## src/rtl/gray_pkg.sv

```systemverilog
// Shared Gray-code helpers and width limits for the counter/timer group.
// Functions operate at WIDTH_MAX; callers zero-extend and truncate to their width.
package gray_pkg;

  localparam int unsigned WIDTH_MIN = 2;
  localparam int unsigned WIDTH_MAX = 16;

  function automatic logic [WIDTH_MAX-1:0] bin2gray(input logic [WIDTH_MAX-1:0] bin);
    return bin ^ (bin >> 1);
  endfunction

  // Leading zeros from zero-extension leave the prefix XOR unaffected.
  function automatic logic [WIDTH_MAX-1:0] gray2bin(input logic [WIDTH_MAX-1:0] gray);
    logic [WIDTH_MAX-1:0] bin;
    bin[WIDTH_MAX-1] = gray[WIDTH_MAX-1];
    for (int i = WIDTH_MAX - 2; i >= 0; i--) begin
      bin[i] = bin[i+1] ^ gray[i];
    end
    return bin;
  endfunction

endpackage

```

## src/rtl/gray2bin_conv.sv

```systemverilog
// Combinational Gray-to-binary converter, shared with pointer comparators.
module gray2bin_conv
  import gray_pkg::*;
#(
  parameter int unsigned WIDTH = 4
) (
  input  logic [WIDTH-1:0] gray,
  output logic [WIDTH-1:0] binary
);

  assign binary = WIDTH'(gray2bin(WIDTH_MAX'(gray)));

endmodule

```

## src/rtl/gray_counter_n.sv

```systemverilog
// Width-generic up/down Gray counter with load, overflow/underflow flags and a wrap pulse.
// Output is registered straight from the next binary state so it never glitches.
module gray_counter_n
  import gray_pkg::*;
#(
  parameter int unsigned WIDTH  = 4,
  parameter bit          STICKY = 1'b1
) (
  input  logic             Clk,
  input  logic             Reset,
  input  logic             En,
  input  logic             Dir,
  input  logic             Load,
  input  logic [WIDTH-1:0] LoadValue,
  input  logic             ClrFlags,
  output logic [WIDTH-1:0] Output,
  output logic [WIDTH-1:0] Binary,
  output logic             Overflow,
  output logic             Underflow,
  output logic             Wrap
);

  if (WIDTH < WIDTH_MIN || WIDTH > WIDTH_MAX) begin : g_bad_width
    $error("gray_counter_n: WIDTH %0d outside %0d..%0d", WIDTH, WIDTH_MIN, WIDTH_MAX);
  end

  localparam logic [WIDTH-1:0] MaxVal = '1;

  logic [WIDTH-1:0] b_q, b_d, gray_q, gray_d, load_bin;
  logic             ovf_q, ovf_d, udf_q, udf_d, wrap_q, wrap_d;
  logic             up_wrap, down_wrap;

  gray2bin_conv #(
    .WIDTH(WIDTH)
  ) u_conv (
    .gray  (LoadValue),
    .binary(load_bin)
  );

  always_comb begin
    b_d       = b_q;
    up_wrap   = 1'b0;
    down_wrap = 1'b0;
    if (Load) begin
      b_d = load_bin;
    end else if (En) begin
      if (!Dir) begin
        up_wrap = (b_q == MaxVal);
        b_d     = b_q + 1'b1;
      end else begin
        down_wrap = (b_q == '0);
        b_d       = b_q - 1'b1;
      end
    end
    wrap_d = up_wrap | down_wrap;

    // A wrap on the same edge as ClrFlags leaves its flag set.
    if (STICKY) begin
      ovf_d = ovf_q;
      udf_d = udf_q;
      if (ClrFlags) begin
        ovf_d = 1'b0;
        udf_d = 1'b0;
      end
      if (up_wrap)   ovf_d = 1'b1;
      if (down_wrap) udf_d = 1'b1;
    end else begin
      ovf_d = up_wrap;
      udf_d = down_wrap;
    end

    gray_d = WIDTH'(bin2gray(WIDTH_MAX'(b_d)));
  end

  always_ff @(posedge Clk or negedge Reset) begin
    if (!Reset) begin
      b_q    <= '0;
      gray_q <= '0;
      ovf_q  <= 1'b0;
      udf_q  <= 1'b0;
      wrap_q <= 1'b0;
    end else begin
      b_q    <= b_d;
      gray_q <= gray_d;
      ovf_q  <= ovf_d;
      udf_q  <= udf_d;
      wrap_q <= wrap_d;
    end
  end

  assign Output    = gray_q;
  assign Binary    = b_q;
  assign Overflow  = ovf_q;
  assign Underflow = udf_q;
  assign Wrap      = wrap_q;

endmodule

```

## config.mk

```make
export PLATFORM = sky130hd
export DESIGN_NAME = gray_counter_n
export DESIGN_NICKNAME = d
export VERILOG_FILES = /design/src/rtl/gray_pkg.sv /design/src/rtl/gray2bin_conv.sv /design/src/rtl/gray_counter_n.sv
export SDC_FILE = /design/constraint.sdc
export NUM_CORES = 1
export LEC_CHECK = 0
export BUFFER_PORTS_ARGS = -buffer_cell sky130_fd_sc_hd__buf_2
export CAP_MARGIN = 20
export CORE_ASPECT_RATIO = 1.4
export CORE_MARGIN = 2
export CORE_UTILIZATION = 28
export DETAILED_ROUTE_END_ITERATION = 12
export GPL_TIMING_DRIVEN = 0
export PLACE_DENSITY = 0.52
export SLEW_MARGIN = 10
export SYNTH_ARGS = -nofsm -noshare
export SYNTH_HDL_FRONTEND = slang
export SYNTH_SLANG_ARGS = --single-unit
```

## constraint.sdc

```tcl
create_clock -name Clk -period 2.45 [get_ports Clk]
set_input_delay 0.1225 -clock Clk [delete_from_list [all_inputs] [get_ports Clk]]
set_output_delay 0.1225 -clock Clk [all_outputs]
set_load 0.1 [all_outputs]
```

After elaboration in Yosys (flattened, before gate mapping):

Cells that the tools add are included.

* multiplexer cells: 12
* bitwise operators: 5
* add/subtract/negate cells: 2
* equal/unequal tests: 1
* reduce and logical (&&, ||, !) cells: 3

Operator list (count)
* $mux 4: 3
* $mux 1: 9
* $add 4x1->4 const B: 1
* $eq 4x4->1 const B: 1
* $logic_not 4->1: 1
* $reduce_bool 2->1: 2
* $sub 4x1->4 const B: 1
* $xor 4x3->4: 1
* $xor 1x1->1: 3
* $or 1x1->1: 1

* logic and storage cells: 28
* output and inout port bits: 11
* bits in registers: 11
* bits of input ports: 10

Longest topological paths before layout:

Gate-level depths: netlist of run 1.

* word-level depth: 5
* gate-level depth with buffers: 5
* depth with buffers taken out: 5

Hierarchy:

Synthesis of run 1 repeated with hierarchy kept, for this count alone.

* cell total of the unflattened synthesis: 56
* area total of the unflattened synthesis: 583.1 um2

By module, submodules not included
* gray_counter_n: cells an instance 51, area an instance 533.0 um2, seq. area each 250.2 um2, times used 1
* gray2bin_conv: cells an instance 5, area an instance 50.0 um2, seq. area each 0.0 um2, times used 1

Least setup slack after synthesis of run 1:

Ideal clock, no wire load.

* path kind: flip-flop to flip-flop
* start point: register b_q[0] (netlist: Binary[0])
* end point: register gray_q[1] (netlist: Output[1])
* path slack: 256 ps
* buffers on the path: 0
* cell stages (with the launch flop): 5
* data required time: 2318 ps
* setup time: 132 ps
* arrival time: 2063 ps
* period minus slack after synthesis: 2194 ps
* cell sequence: dfrtp_1 fa_1 a211oi_1 a21oi_1 xor2_1

* longest elaborated chain between the ends: 5
* elaborated cells on any way between the ends: 6
* those cells by class: add/sub: 2; mux: 3; bitwise: 1

Ends and longest elaborated chain
* start: declaration: RTL line gray_counter_n.sv:29 `logic [WIDTH-1:0] b_q, b_d, gray_q, gray_d, load_bin;`
* start signal: assignment: RTL line gray_counter_n.sv:77 `b_q <= '0;`
* start signal: assignment: RTL line gray_counter_n.sv:83 `b_q <= b_d;`
* $add 4x1->4 / $sub 4x1->4 (equally long branches): RTL line gray_counter_n.sv:49, gray_counter_n.sv:52
* $mux 4 *: RTL line gray_counter_n.sv:47 `if (!Dir) begin`
* $mux 4 *: RTL line gray_counter_n.sv:46 `end else if (En) begin`
* $mux 4 *: RTL line gray_counter_n.sv:44 `if (Load) begin`
* via b_d[1]: RTL line gray_counter_n.sv:29
* $xor 4x3->4 *: RTL line gray_pkg.sv:9 `return bin ^ (bin >> 1);`
* via gray_d[1]: RTL line gray_counter_n.sv:29
* end signal: assignment: RTL line gray_counter_n.sv:84 `gray_q <= gray_d;`
* end: declaration: RTL line gray_counter_n.sv:29

The timed path passes the listed nets; every way through them passes the cells marked *.
A chain may end at the register's enable or synchronous reset.

Worst setup path in the final report of run 1:

* start point: register b_q[0] (netlist: Binary[0])
* end point: register gray_q[2] (netlist: Output[2])

Same word-level chain as after synthesis.

==> results of run 1 <==
## registers in the layout, indices dropped and copies added, names as in the netlist
signal	flops
Underflow	1
Wrap	1
Output	3
Binary	4
Overflow	1
## worst register-to-register path: stages, from the launching register on
cell     delay, ps
dfrtp_1        480
fa_1           440
xor2_1         140
mux2i_1         80
o21ai_1        270
xor2_1         180
## metrics by stage
| step | std cells | power, W | util | hold slack, ps | area, um2 |
|---|---|---|---|---|---|
| after floorplan | 59 | 0.000621 | - | -173 | 616 |
| after global placement | 100 | 0.000697 | 0.347 | -10.4 | 738 |
| after detailed placement | 100 | 0.000704 | 0.347 | -5.51 | 738 |
| after CTS | 104 | 0.000813 | 0.362 | 74.0 | 771 |
| after global routing | 104 | 0.000848 | 0.362 | 76.2 | 771 |
| final | 104 | 0.000804 | 0.362 | 74.4 | 771 |
## metal layers
| metal | global-route usage | routed length, um | vias to the layer above |
|---|---|---|---|
| li1 | - | - | 260 |
| met1 | 0.127 | 567 | 242 |
| met2 | 0.216 | 688 | 18 |
| met3 | 0.00915 | 51 | 4 |
| met4 | 0.0909 | 44 | 0 |
| met5 | 0 | 0 | - |
## power groups by stage
stage	clock [W]	sequential [W]	combinational [W]
6_report	0.000105	0.000233	0.000466
5_1_grt	0.000116	0.000242	0.000490
4_1_cts	0.000109	0.000235	0.000469
3_5_place_dp	0	0.000237	0.000467
3_3_place_gp	0	0.000236	0.000461
2_1_floorplan	0	0.000481	0.000139
## cells in the mapped netlist
library cell  count
dfrtp_1          10
xor2_1            7
a21oi_1           5
nor2_1            4
inv_1             3
ha_1              2
nand2_1           2
o21ai_0           2
or4b_1            2
a211oi_1          1
a21o_1            1
a221o_1           1
a22o_1            1
a22oi_1           1
and4b_1           1
buf_4             1
buf_6             1
clkbuf_1          1
fa_1              1
mux2i_1           1
nand2b_1          1
nand3_1           1
nand3_2           1
nand3b_1          1
nand4b_1          1
nand4bb_1         1
nor2b_1           1
o21ai_1           1
o32ai_1           1
or3b_1            1
xnor2_1           1
## cell type report
| cell class | count | area, um2 | share of cell area |
|---|---|---|---|
| multi-input cells | 43 | 332 | 0.430 |
| inverters | 3 | 11.3 | 0.0146 |
| clock buffers | 3 | 22.5 | 0.0292 |
| well taps | 22 | 27.5 | 0.0357 |
| repair buffers | 20 | 105 | 0.136 |
| flip-flops and latches | 10 | 250 | 0.325 |
| plain buffers | 3 | 22.5 | 0.0292 |
## logic make-up (layout without fill, tap and decap cells)
family | Yosys count | after routing | share of synthesized area
and+or+nand+nor | 17 | 17 | 0.189
AOI/OAI and AO/OA | 14 | 14 | 0.146
DFF | 10 | 10 | 0.407
xor gates and xnor gates | 8 | 8 | 0.114
buffers and inverters | 6 | 29 | 0.0549
adders and majority gates | 3 | 3 | 0.0732
muxes | 1 | 1 | 0.0163
## what timing repair did
action,4_1_cts,5_1_grt
setup endpoints to repair,0,0
hold endpoints to repair,10,0
buffers inserted,0,0
hold buffers,1,0
## worst max path at each step
stage | from | end | slack (ps) | cells past startpoint
3_3_place_gp | Binary[0] | Output[2] | 790 | 5
2_1_floorplan | Binary[0] | Output[1] | 260 | 4
5_1_grt | Binary[0] | Output[2] | 610 | 5
6_report | Binary[0] | Output[2] | 780 | 5
3_5_place_dp | Binary[0] | Output[1] | 770 | 5
4_1_cts | Binary[0] | Output[1] | 750 | 5
==> out/qor.yml, run 1 <==
status: "finished clean"
synth_nets: 72
power_switching_w: 0.000453
grt_pass1_vias: 512
yosysTopAreaCellShare: 0.407
cts_made_buffers: 3
worst_slack_ps: 776
period_share: 0.683
worst-r2r-setup-slack_ps: 780
p_seq_frac: 0.290
slew_viol_final: 0
cp_slowest_cell: "dfrtp_1"
reg2reg_to: "Output[2]"
postRouteAntennaNets: 0
antenna_found_initial: 0
crit_required_ps: 2630
wl_per_cell_um: 13.0
hold_depth: 2
syn_inst: 59
relSlewSlack: 0.677
fmax_ghz: 0.597
grt_pass1_wl_um: 2240
first_pass_iters: 4
yosysSeqAreaShare: 0.407
grt_max_degree: 11
fin_worst_skew_ps: 1.08
grt-ovfl-total: 0
die_h_um: 59.5
die_area_um2: 2600
synth-seq-cells: 10
rsz0062_at_grt: "false"
rows: 20
initial_core_util: 0.289
htreeDepth: 1
area_growth_pct: 25.2
setup_viol: 0
drive_above_1_share: 0.305
rr_startpoint: "Binary[0]"
p_leak_nw: 0.370
vdd_ir_drop_max_mv: 0.503
num_io_pins: 21
critPathBufInv: 0
initialDrtViolationCount: 3
critPathTopFamily: "flip-flops"
synth_area_um2: 616
die_w_um: 43.6
insertion_delay_ps: 250
p_comb_frac: 0.580
io_buffer_count: 19
clock-sinks: 10
hpwl_um: 1080
end_kind: "flip-flop"
maxCapViolCount: 0
cts_root_buf: "clkbuf_4"
cp-start-kind: "flip-flop"
worstMarginPinSlew_ps: 488
filler_cell_count: 231
path_common_cell: "xor2_1"
finalWeightedCongestion: 0.684
tritoncts: "built"
hold_viol: 0
synth_area_per_cell_um2: 10.4
num_vias: 524
worst-r2r-cell-count: 5
yosys-top-cells-area: "dfrtp_1, xor2_1, a21oi_1, ha_1, fa_1"
grt_usage: 0.121
cts_resized: 0
viasPerCell: 5.04
min-delay-start: "ClrFlags"
cp_max_fo: 8
final_common_cell: "buf_2"
timing.hold.worst.class: "primary input to flip-flop"
power.density_nw_per_um2: 1040
wirelength_um: 1350
core_area_um2: 2130
tns_ps: 0
nets: 97
yosys_warnings: 0
drt_drc_violations_left: 0
clockBufferDepth: 2
num_antenna_cells: 0
intPower_w: 0.000351
fin_crit_ps: 1670
whs_endpoint: "Underflow"
post-place-ws_ps: 766
yosysUniqueCellTypes: 31
arrival_ps: 1850
crit_chain: "fa_1, xor2_1, mux2i_1, o21ai_1, xor2_1"
critical_path_class: "flip-flop to flip-flop"
crit_path_max_incr_delay_ps: 480
p_sw_frac: 0.563
clock_power_share: 0.131
layout_common_cells: "buf_2, dfrtp_1, xor2_1"
path_clk_slew_ps: 60
synth_area_leader_cell: "dfrtp_1"
Power figures use the tool's default switching activity.
==> run 2: changes to the inputs <==
--- a/config.mk
+++ b/config.mk
@@ -12,7 +12,7 @@
 export CORE_UTILIZATION = 28
 export DETAILED_ROUTE_END_ITERATION = 12
 export GPL_TIMING_DRIVEN = 0
-export PLACE_DENSITY = 0.52
+export PLACE_DENSITY = 0.53
 export SLEW_MARGIN = 10
 export SYNTH_ARGS = -nofsm -noshare
 export SYNTH_HDL_FRONTEND = slang
==> constraint.sdc (replaced) <==
create_clock -name Clk -period 1.45 [get_ports Clk]
set_input_delay 0.0725 -clock Clk [delete_from_list [all_inputs] [get_ports Clk]]
set_output_delay 0.0725 -clock Clk [all_outputs]
set_load 0.1 [all_outputs]
==> out/qor.yml, run 2 (synthesis gave the netlist of run 1 again) <==
status: "complete, but fails checks"
violations: "negative setup slack"
critPathBufInv: 1
num_io_pins: 21
relSlewSlack: 0.677
viasPerCell: 4.97
fmax_ghz: 0.638
htreeDepth: 1
layout_common_cells: "buf_2, xor2_1, dfrtp_1"
postRouteAntennaNets: 0
crit_chain: "fa_2, inv_2, a21oi_2, xor2_1, o21ai_1"
fin_worst_skew_ps: 4.39
die_area_um2: 2600
largest_reg_flops: 4
rows: 20
period_share: 1.08
rr_startpoint: "Binary[1]"
path_clk_slew_ps: 70
die_w_um: 43.6
place_area_um2: 776
post-place-ws_ps: -186
initialDrtViolationCount: 0
worstMarginPinSlew_ps: 489
insertion_delay_ps: 260
cp-start-kind: "flip-flop"
arrival_ps: 1700
worst_slack_ps: -118
endpoint: "Output[0]"
worstSetupPathDepth: 5
met2_usage: 0.216
crit_required_ps: 1590
core_area_um2: 2130
hpwl_um: 1020
fin_cells: 108
drive_above_1_share: 0.488
grt_usage: 0.130
final_common_cell: "buf_2"
wl_per_cell_um: 12.7
grt_busiest_layer: "met2"
rsz0062_at_grt: "true"
fin_area_um2: 873
reg2reg_to: "Output[0]"
maxCapViolCount: 0
critPathTopFamily: "adder cells"
use_met1: 0.145
cts_made_buffers: 3
timing.hold.worst.class: "primary input to flip-flop"
critical_path_class: "flip-flop to flip-flop"
cp_max_fo: 3
dp.cells: 100
p_leak_nw: 0.391
vdd_ir_drop_max_mv: 0.586
filler_cell_count: 210
num_vias: 537
clock-sinks: 10
end_kind: "flip-flop"
grt_pass1_wl_um: 2390
cts_root_buf: "clkbuf_4"
grt_max_degree: 11
grt_pass1_vias: 528
antenna_found_initial: 0
hold_viol: 0
crit_path_max_incr_delay_ps: 560
nets: 100
crit_start: "Binary[1]"
worst-r2r-cell-count: 5
wirelength_um: 1370
min-delay-start: "ClrFlags"
fin_crit_ps: 1570
first_pass_iters: 1
drt_drc_violations_left: 0
io_buffer_count: 19
num_antenna_cells: 0
power.density_nw_per_um2: 1750
area_growth_pct: 41.9
worst-r2r-setup-slack_ps: -120
grt-ovfl-total: 0
die_h_um: 59.5
finalWeightedCongestion: 0.715
cp_slowest_cell: "fa_2"
gr-usage-met3: 0.00915
hold_depth: 2
slew_viol_final: 0
initial_core_util: 0.289
clockBufferDepth: 2
tritoncts: "built"
setup_viol: 5
run 2: how the worst min path moves through the flow:
stage / end / slack [ps]
after floorplan: Output[0] / -220
after global placement: Binary[0] / -60
after detailed placement: Binary[0] / -50
after CTS: Underflow / 10
after global routing: Underflow / 10
final: Underflow / 20
run 2: cell type report:
cell class | count | area (um2) | share of cell area
Multi-Input combinational cell | 43 | 383 | 0.438
Tap cell | 22 | 27.5 | 0.0315
Inverter | 3 | 11.3 | 0.0129
Timing Repair Buffer | 23 | 128 | 0.146
Buffer | 3 | 22.5 | 0.0258
Clock buffer | 4 | 36.3 | 0.0415
Sequential cell | 10 | 265 | 0.304
run 2: repair_timing:
item                                    4_1_cts  5_1_grt
endpoints found under the setup margin        6        8
hold endpoints to repair                     10        0
buffers inserted                              3        0
pin swaps                                     3        1
gates resized for setup                       3        2
hold buffers                                  1        0
run 2: worst reg2reg max path: stages (launching register included):
cell,delay (ps)
dfrtp_4,510
fa_2,570
inv_2,40
a21oi_2,120
xor2_1,140
o21ai_1,70
run 2: where the power goes:
part           total, W  internal (W)  leakage (nW)  switching [W]
Combinational  0.000877      0.000212         0.250       0.000665
Clock          0.000252      0.000152        0.0210      0.0000991
Sequential     0.000397      0.000351         0.120      0.0000455
run 2: layer usage:
layer	vias to the layer above	share of wire	routed length [um]
met4	0	0.036	50
met1	254	0.40	547
met3	4	0.034	47
met5	-	0	0
met2	15	0.53	729
li1	264	-	-
run 2: through the flow:
step / setup TNS [ps] / total power, W / hold WS, ps / utilization
final: -454 / 0.00153 / 15.0 / 0.411
after global routing: -856 / 0.00161 / 13.1 / 0.411
after CTS: -510 / 0.00152 / 10.2 / 0.401
after detailed placement: -547 / 0.00123 / -52.7 / 0.365
after global placement: -479 / 0.00122 / -59.1 / 0.365
after floorplan: -1180 / 0.00109 / -223 / -
